--- config.mk ---
export PLATFORM = sky130hd
export DESIGN_NAME = cmd_packet_buffer
export DESIGN_NICKNAME = d
export VERILOG_FILES = /design/src/rtl/cmd_packet_buffer_pkg.sv /design/src/rtl/cmd_buf_ram.sv /design/src/rtl/cmd_packet_buffer.sv
export SDC_FILE = /design/constraint.sdc
export NUM_CORES = 2
export LEC_CHECK = 0
export CORE_MARGIN = 2
export CORE_UTILIZATION = 35
export CTS_CLUSTER_DIAMETER = 30
export CTS_CLUSTER_SIZE = 24
export DETAILED_ROUTE_END_ITERATION = 7
export MAX_ROUTING_LAYER = met4
export PLACE_DENSITY = 0.5
export SETUP_SLACK_MARGIN = 0.2
export SLEW_MARGIN = 20
export SYNTH_ARGS = -nofsm -noshare
export SYNTH_HDL_FRONTEND = slang
export SYNTH_SLANG_ARGS = --single-unit
--- constraint.sdc ---
create_clock -name clk -period 3.6 [get_ports clk]
set_clock_uncertainty 0.05 [all_clocks]
set_input_delay 0.54 -clock clk [delete_from_list [all_inputs] [get_ports clk]]
set_output_delay 0.54 -clock clk [all_outputs]
set_load 0.1 [all_outputs]
--- src/rtl/cmd_packet_buffer_pkg.sv ---
// cmd_packet_buffer_pkg: default geometry and helpers shared by the buffer, its writer bridge and the streamer
package cmd_packet_buffer_pkg;
  localparam int DEF_ADDR_W = 6;
  localparam int DEF_DATA_W = 8;
  localparam int DEF_SLOT_W = 2;
  localparam int DEF_DROP_W = 16;
  function automatic int pow2(input int w);
    return 1 << w;
  endfunction
endpackage

--- src/rtl/cmd_buf_ram.sv ---
// cmd_buf_ram: simple dual-port synchronous RAM, registered read, old data on collision, no reset
module cmd_buf_ram #(
  parameter int DATA_W = 8,
  parameter int AW     = 8
) (
  input  logic              clk,
  input  logic              we,
  input  logic [AW-1:0]     waddr,
  input  logic [DATA_W-1:0] wdata,
  input  logic [AW-1:0]     raddr,
  output logic [DATA_W-1:0] rdata
);
  logic [DATA_W-1:0] mem [2**AW];
  logic [DATA_W-1:0] rdata_q;
  // write port and registered read port; nonblocking read gives old data on a same-address write
  always_ff @(posedge clk) begin
    if (we) mem[waddr] <= wdata;
    rdata_q <= mem[raddr];
  end
  assign rdata = rdata_q;
endmodule

--- src/rtl/cmd_packet_buffer.sv ---
// cmd_packet_buffer: multi-slot FIFO of command packets, written per byte and committed with a length
module cmd_packet_buffer
  import cmd_packet_buffer_pkg::*;
#(
  parameter int ADDR_W = DEF_ADDR_W,
  parameter int DATA_W = DEF_DATA_W,
  parameter int SLOT_W = DEF_SLOT_W,
  parameter int LEN_W  = ADDR_W + 1,
  parameter int DROP_W = DEF_DROP_W
) (
  input  logic              clk,
  input  logic              reset_n,
  input  logic              wr_en,
  input  logic [ADDR_W-1:0] wr_addr,
  input  logic [DATA_W-1:0] wr_data,
  input  logic              wr_commit,
  input  logic [LEN_W-1:0]  wr_len,
  output logic              wr_full,
  output logic              cmd_ready,
  output logic [LEN_W-1:0]  cmd_len,
  input  logic [ADDR_W-1:0] cmd_addr,
  output logic [DATA_W-1:0] cmd_data,
  input  logic              cmd_done,
  output logic [SLOT_W:0]   slot_count,
  output logic [DROP_W-1:0] drop_count
);
  localparam int NSLOT = pow2(SLOT_W);
  localparam logic [SLOT_W:0] FULL_CNT = (SLOT_W+1)'(NSLOT);
  localparam logic [LEN_W-1:0] LEN_MAX = LEN_W'(pow2(ADDR_W));
  logic [SLOT_W-1:0] wp_q, wp_d, rp_q, rp_d;
  logic [SLOT_W:0]   count_q, count_d;
  logic [LEN_W-1:0]  len_q [NSLOT];
  logic [LEN_W-1:0]  len_d [NSLOT];
  logic [DROP_W-1:0] drop_q, drop_d;
  logic              rd_valid_q;
  logic [DATA_W-1:0] ram_rdata;
  logic              commit, reject, rel;
  assign wr_full    = count_q == FULL_CNT;
  assign cmd_ready  = count_q != '0;
  assign slot_count = count_q;
  assign drop_count = drop_q;
  assign cmd_len    = len_q[rp_q];
  assign commit     = wr_commit && !wr_full && wr_len != '0 && wr_len <= LEN_MAX;
  assign reject     = wr_commit && !commit;
  assign rel        = cmd_done && cmd_ready;
  // RAM output is unreset for block-RAM inference, so it is masked to zero until the first read after reset
  assign cmd_data   = rd_valid_q ? ram_rdata : '0;
  cmd_buf_ram #(.DATA_W(DATA_W), .AW(SLOT_W + ADDR_W)) u_ram (
    .clk   (clk),
    .we    (wr_en && !wr_full),
    .waddr ({wp_q, wr_addr}),
    .wdata (wr_data),
    .raddr ({rp_q, cmd_addr}),
    .rdata (ram_rdata)
  );
  // next-state: pointer advance on accepted commit/release, saturating drop count, length capture at old wp
  always_comb begin
    wp_d    = wp_q + SLOT_W'(commit);
    rp_d    = rp_q + SLOT_W'(rel);
    count_d = count_q + (SLOT_W+1)'(commit) - (SLOT_W+1)'(rel);
    drop_d  = reject && !(&drop_q) ? drop_q + DROP_W'(1) : drop_q;
    len_d   = len_q;
    if (commit) len_d[wp_q] = wr_len;
  end
  // queue state registers, asynchronously cleared
  always_ff @(posedge clk or negedge reset_n) begin
    if (!reset_n) begin
      wp_q       <= '0;
      rp_q       <= '0;
      count_q    <= '0;
      drop_q     <= '0;
      len_q      <= '{default: '0};
      rd_valid_q <= 1'b0;
    end else begin
      wp_q       <= wp_d;
      rp_q       <= rp_d;
      count_q    <= count_d;
      drop_q     <= drop_d;
      len_q      <= len_d;
      rd_valid_q <= 1'b1;
    end
  end
endmodule
**Yosys cells after proc, flatten, opt, wreduce, memory -nomap -nowiden**

Memories as Yosys holds them, arrays and structs flattened. A register that Yosys moved wholly into a read port is not among the register bits.
Cells that the tools add are included.

- Memory bits (writable): 2048
- Word-level logic and storage cells: 45
- Input bits: 32
- ROM bits: 0
- Output and inout port bits: 36
- Memories kept: 1
- Bits in latches: 0
- Register bits: 52

- Divide/modulo/power cells: 0
- Shifts and indexed selects: 0
- Multiply operators: 0
- Reductions and logical operators: 14
- Mux-type cells: 9
- Bitwise operators: 2
- Add/sub/neg operators: 5
- $lt $le $gt $ge: 4
- Equality and inequality tests: 1

Memory list:

| name | words | width | read ports | clocked after memory_dff | wr ports | RTL line | text |
|---|---|---|---|---|---|---|---|
| u_ram.mem | 256 | 8 | 1 | 1 | 1 | cmd_buf_ram.sv:13 | `logic [DATA_W-1:0] mem [2**AW];` |

Operator list:

| operator | number |
|---|---|
| $bwmux W28 | 1 |
| $mux W7 | 3 |
| $add A16 B1 Y16 const B | 1 |
| $reduce_and A16 Y1 | 1 |
| $bmux W7 S2 | 1 |
| $demux W7 S2 | 1 |
| $logic_and A1 B1 Y1 | 8 |
| $mux W8 | 1 |
| $le A7 B7 Y1 const B | 1 |
| $reduce_bool A7 Y1 | 1 |
| $ge A3 B3 Y1 const B | 2 |
| $not A2 Y3 | 2 |
| $add A2 B1 Y2 | 2 |
| $add A3 B1 Y3 | 1 |
| $eq A3 B3 Y1 const B | 1 |
| $logic_not A1 Y1 | 3 |
| $lt A3 B1 Y1 const B | 1 |
| $reduce_bool A3 Y1 | 1 |
| $sub A3 B1 Y3 | 1 |
| $mux W1 | 2 |

**Logic depth before layout (Yosys ltp)**

- Word-level depth: 8
- Depth in mapped cells: 12
- Gate-level depth less buffers: 10

**Modules after synthesis**

Synthesis repeated with hierarchy kept, for this count alone.

- Cells, all modules: 3916
- Area, all modules: 82042.4 sq um

Modules (own cells, without submodules):

| module | instances | area an instance (sq um) | seq. area each (sq um) | cells each |
|---|---|---|---|---|
| cmd_buf_ram | 1 | 79556.3 | 61659.1 | 3733 |
| cmd_packet_buffer | 1 | 2486.1 | 1301.2 | 183 |

**Worst setup path after synthesis**

OpenSTA, ideal clock, no wires.

- Kind: reg2reg
- From: register count_q[1], in the netlist slot_count[1]
- To: register count_q[2], in the netlist slot_count[2]
- Clock period less this slack: 3.437 ns
- Path buffers: 0
- Slack: 0.163 ns
- Cell stages (with the launch flop): 10
- Arrival: 3.226 ns
- Library setup time: 0.161 ns
- Data required time: 3.389 ns
- Cells stage by stage: dfrtp_1 > or3_1 > and2_1 > ha_1 > inv_1 > ha_1 > inv_1 > fa_1 > xnor2_1 > xnor2_1

- Elaborated cells on any way between the ends: 9
- Those cells by class: add/sub: 2; eq/ne: 1; reduce/logical: 6

RTL lines:

| item | RTL line | text |
|---|---|---|
| from (decl) | cmd_packet_buffer.sv:31 | `logic [SLOT_W:0] count_q, count_d;` |
| from (signal assigned) | cmd_packet_buffer.sv:77 | `count_q <= count_d;` |
| $reduce_bool A3 Y1 | cmd_packet_buffer.sv:39 | `assign cmd_ready = count_q != '0;` |
| via cmd_ready | cmd_packet_buffer.sv:19 | `output logic cmd_ready,` |
| $logic_and A1 B1 Y1 | cmd_packet_buffer.sv:45 | `assign rel = cmd_done && cmd_ready;` |
| $sub A3 B1 Y3 | cmd_packet_buffer.sv:60 | `count_d = count_q + (SLOT_W+1)'(commit) - (SLOT_W+1)'(rel);` |
| via count_d[2] | cmd_packet_buffer.sv:31 |  |

The timed path passes the listed nets, and every way through them passes these cells.
A chain may end at the register's enable or synchronous reset.

**Worst setup path in the final report**

- From: register rp_q[1]
- To: output port cmd_len[1]

- Cells in the longest elaborated chain, start to end: 4

RTL lines:

| item | RTL line | text |
|---|---|---|
| from (decl) | cmd_packet_buffer.sv:30 | `logic [SLOT_W-1:0] wp_q, wp_d, rp_q, rp_d;` |
| from (signal assigned) | cmd_packet_buffer.sv:76 | `rp_q <= rp_d;` |
| $not A2 Y3 (implied by the code) | cmd_packet_buffer.sv:42 | `assign cmd_len = len_q[rp_q];` |
| $bmux W7 S2 | cmd_packet_buffer.sv:42 |  |
| $mux W7 (implied by the code) (2 in series) | cmd_packet_buffer.sv:42 |  |
| to (decl) | cmd_packet_buffer.sv:20 | `output logic [LEN_W-1:0] cmd_len,` |

Every way passes these cells. The select of a mux whose other input is x is not followed.

==> flow_summary.json <==
{
  "htree_levels": 5,
  "io_buffers": 67,
  "die_x_um": 488,
  "synthTopCellsByCount": "2048 x edfxtp_1, 429 x mux4_2, 284 x nor2_1, 127 x a22oi_1, 125 x mux2i_1",
  "core_area_mm2": 0.233,
  "grt_most_used_layer": "met2",
  "clk_path_buf_depth": 4,
  "clock-root-buffer": "clkbuf_16",
  "core.rowCount": 177,
  "drt_iter0_drc": 4235,
  "grt_max_degree": 105,
  "status": "finished, final reports clean",
  "antenna_found_initial": 15,
  "intPower_w": 0.0564,
  "synth.ff_latch_count": 2108,
  "dr.pass1.iters": 5,
  "hold_viol": 0,
  "finalInstanceArea_mm2": 0.105,
  "start_kind": "flop",
  "synth_compound_area_share_pct": 3.60,
  "yosysTopAreaCell": "edfxtp_1",
  "cts_buffers": 444,
  "swShare_pct": 23.7,
  "wl_um": 230000,
  "vias_per_cell": 5.29,
  "fill_cells": 19800,
  "synthSimpleGateAreaFrac_pct": 2.81,
  "cp-end-kind": "output port",
  "met3_usage_pct": 3.30,
  "clk_pin_slew_ns": 0.05,
  "met1_usage_pct": 26.5,
  "hold_class": "primary input to flop",
  "synthMuxAreaShare_pct": 14.6,
  "grt_use_total_pct": 19.7,
  "yosys.area_share.adder_pct": 0.101,
  "synthesis.nets": 3944,
  "setup_viol": 0,
  "cts.sinks": 2108,
  "power.density_mw_per_mm2": 705,
  "ys_top_cells_by_area": "edfxtp_1 75%, mux4_2 12%, dfrtp_1 1.6%",
  "num-nets-final": 4802,
  "layout-drive-gt1-share_pct": 35.5,
  "route.detailed.drc": 0,
  "met2_usage_pct": 31.0,
  "first_global_vias": 44600,
  "area_growth_pct": 28.1,
  "synth_top_family_by_area": "multiplexers",
  "sequentialPowerShare_pct": 37.4,
  "power.leakage_nw": 35.2,
  "dieHeight_um": 488,
  "slew_viol_final": 0,
  "io_pins": 68,
  "clk_latency_ns": 0.94,
  "postRouteAntennaNets": 0,
  "async_flop_share_pct": 2.47,
  "yosys.area_share.xor_xnor_pct": 0.203,
  "tightestPinTransition_ns": 1.05,
  "synth_most_common_cell": "edfxtp_1",
  "vias": 43200,
  "comb_power_share_pct": 8.4,
  "fin_crit_ns": 3.34,
  "ys_warn_count": 0,
  "whs_ns": 0.0682,
  "post-cts-setup-buffers": 0,
  "yosysSeqAreaShare_pct": 76.9,
  "setup_ws_ns": 0.260,
  "vdd_ir_drop_max_v": 0.000792,
  "worstSetupPathType": "flop to output port",
  "required_ns": 3.01,
  "post-place-ws_ns": -0.191,
  "ys.flop_type": "edfxtp_1",
  "syn_inst": 3906,
  "clockPowerShare_pct": 54.2,
  "syn_area_per_cell_um2": 21.0,
  "grt_setup_unrepaired": "false",
  "fmax_ghz": 0.299,
  "maxSlewHeadroom_pct": 29.6,
  "dpl.hpwl_um": 144000,
  "synth_cell_type_count": 66,
  "cap_violations": 0,
  "dpl_cell_area_mm2": 0.0900,
  "finalWeightedCongestion": 0.828,
  "synth_edf_count": 2048,
  "globalRouteOverflowTotal": 0,
  "grt_first_pass_wirelength_um": 327000,
  "avgRoutedWirePerCell_um": 28.1,
  "dieArea_mm2": 0.238,
  "syn-cell-area_mm2": 0.0819,
  "period_share_pct": 92.8,
  "netSwitchingPower_w": 0.0175,
  "synth_top_area_share_pct": 75.1,
  "initial_core_util_pct": 35.2,
  "cp_max_fo": 14,
  "cp_data_arrival_time_ns": 2.75,
  "cts_tree": "built",
  "final_util_pct": 45.1
}
[metrics by stage]
stage,total power [W],TNS [ns],cells
final,0.0740,0,8169
after global routing,0.0761,0,8167
after CTS,0.0746,0,8166
after detailed placement,0.0344,-0.560,7357
after global placement,0.0344,-1.49,7357
after floorplan,0.0315,0,3906
[cells in the final DEF, fill, tap and decap left out, types with 37 or more instances in the layout]
| master | n |
|---|---|
| clkbuf_1 | 46 |
| bufinv_16 | 60 |
| nand2_1 | 52 |
| clkinv_1 | 57 |
| edfxtp_1 | 2048 |
| a22oi_1 | 127 |
| o221ai_1 | 47 |
| clkinvlp_4 | 37 |
| nor2_1 | 282 |
| a21oi_1 | 77 |
| mux4_2 | 429 |
| mux2i_1 | 125 |
| clkbuf_16 | 448 |
| dfrtp_1 | 51 |
| clkinv_2 | 73 |
| o22ai_1 | 55 |
| buf_4 | 521 |
| inv_6 | 39 |
| mux2_2 | 50 |
| buf_12 | 60 |
[cell type report]
cell class	instances	area [um^2]	share of cell area (%)
Sequential cell	2108	63000	60.0
Multi-Input combinational cell	1562	17600	16.7
Clock buffer	499	11500	10.9
Timing Repair Buffer	635	5680	5.42
Tap cell	3043	3810	3.63
Clock inverter	306	3400	3.24
Inverter	13	48.8	0.0465
Antenna cell	3	7.51	0.00716
[logic make-up after synthesis]
kind of cell    count (synthesis)
other cells                     1
flops                        2108
simple gates                  503
xor+xnor                       19
buf+inv                       236
fa+ha+maj                       6
compound gates                411
mux                           622
[repair_timing]
item,in CTS,in global routing
resized for setup,2,0
endpoints found under the setup margin,8,0
hold endpoints to repair,90,0
hold buffers,4,0
[state kept, by name, indices dropped and copies added, names as in the netlist]
signal,flops
u_ram.mem,2048
len_q,28
u_ram.rdata,8
slot_count,3
drop_count,16
rp_q,2
rd_valid_q,1
wp_q,2
[path summary, 6_finish.rpt]
path / startpoint / end / slack [ns] / cells after the start
max in group asynchronous: reset_n / rp_q[0] / 2.54 / 3
min in group asynchronous: reset_n / len_q[2] / 0.10 / 2
min: wr_data[3] / u_ram.mem[244][3] / 0.07 / 1
max reg2reg: rp_q[1] / u_ram.rdata[6] / 0.39 / 8
min reg2reg: drop_count[9] / drop_count[9] / 0.45 / 1
max: rp_q[1] / cmd_len[1] / 0.26 / 3
[worst max-delay path: stages, from the launching register on]
cell	delay (ns)
dfrtp_1	0.85
buf_4	0.34
mux4_2	0.36
buf_4	0.26
[layer usage]
| layer | part of all wire (%) | wire length (um) |
|---|---|---|
| met3 | 6.0 | 13900 |
| met5 | 0 | 0 |
| met4 | 2.4 | 5580 |
| met2 | 49 | 112000 |
| met1 | 43 | 98600 |
[power by group through the flow]
stage | logic, W | registers (W) | clock network (W)
final | 0.00624 | 0.0277 | 0.0401
after global routing | 0.00653 | 0.0277 | 0.0419
after detailed placement | 0.00629 | 0.0281 | 0
after CTS | 0.00631 | 0.0277 | 0.0407
after global placement | 0.00626 | 0.0281 | 0
after floorplan | 0.00318 | 0.0283 | 0
No activity file was read; power rests on OpenSTA's default activity.
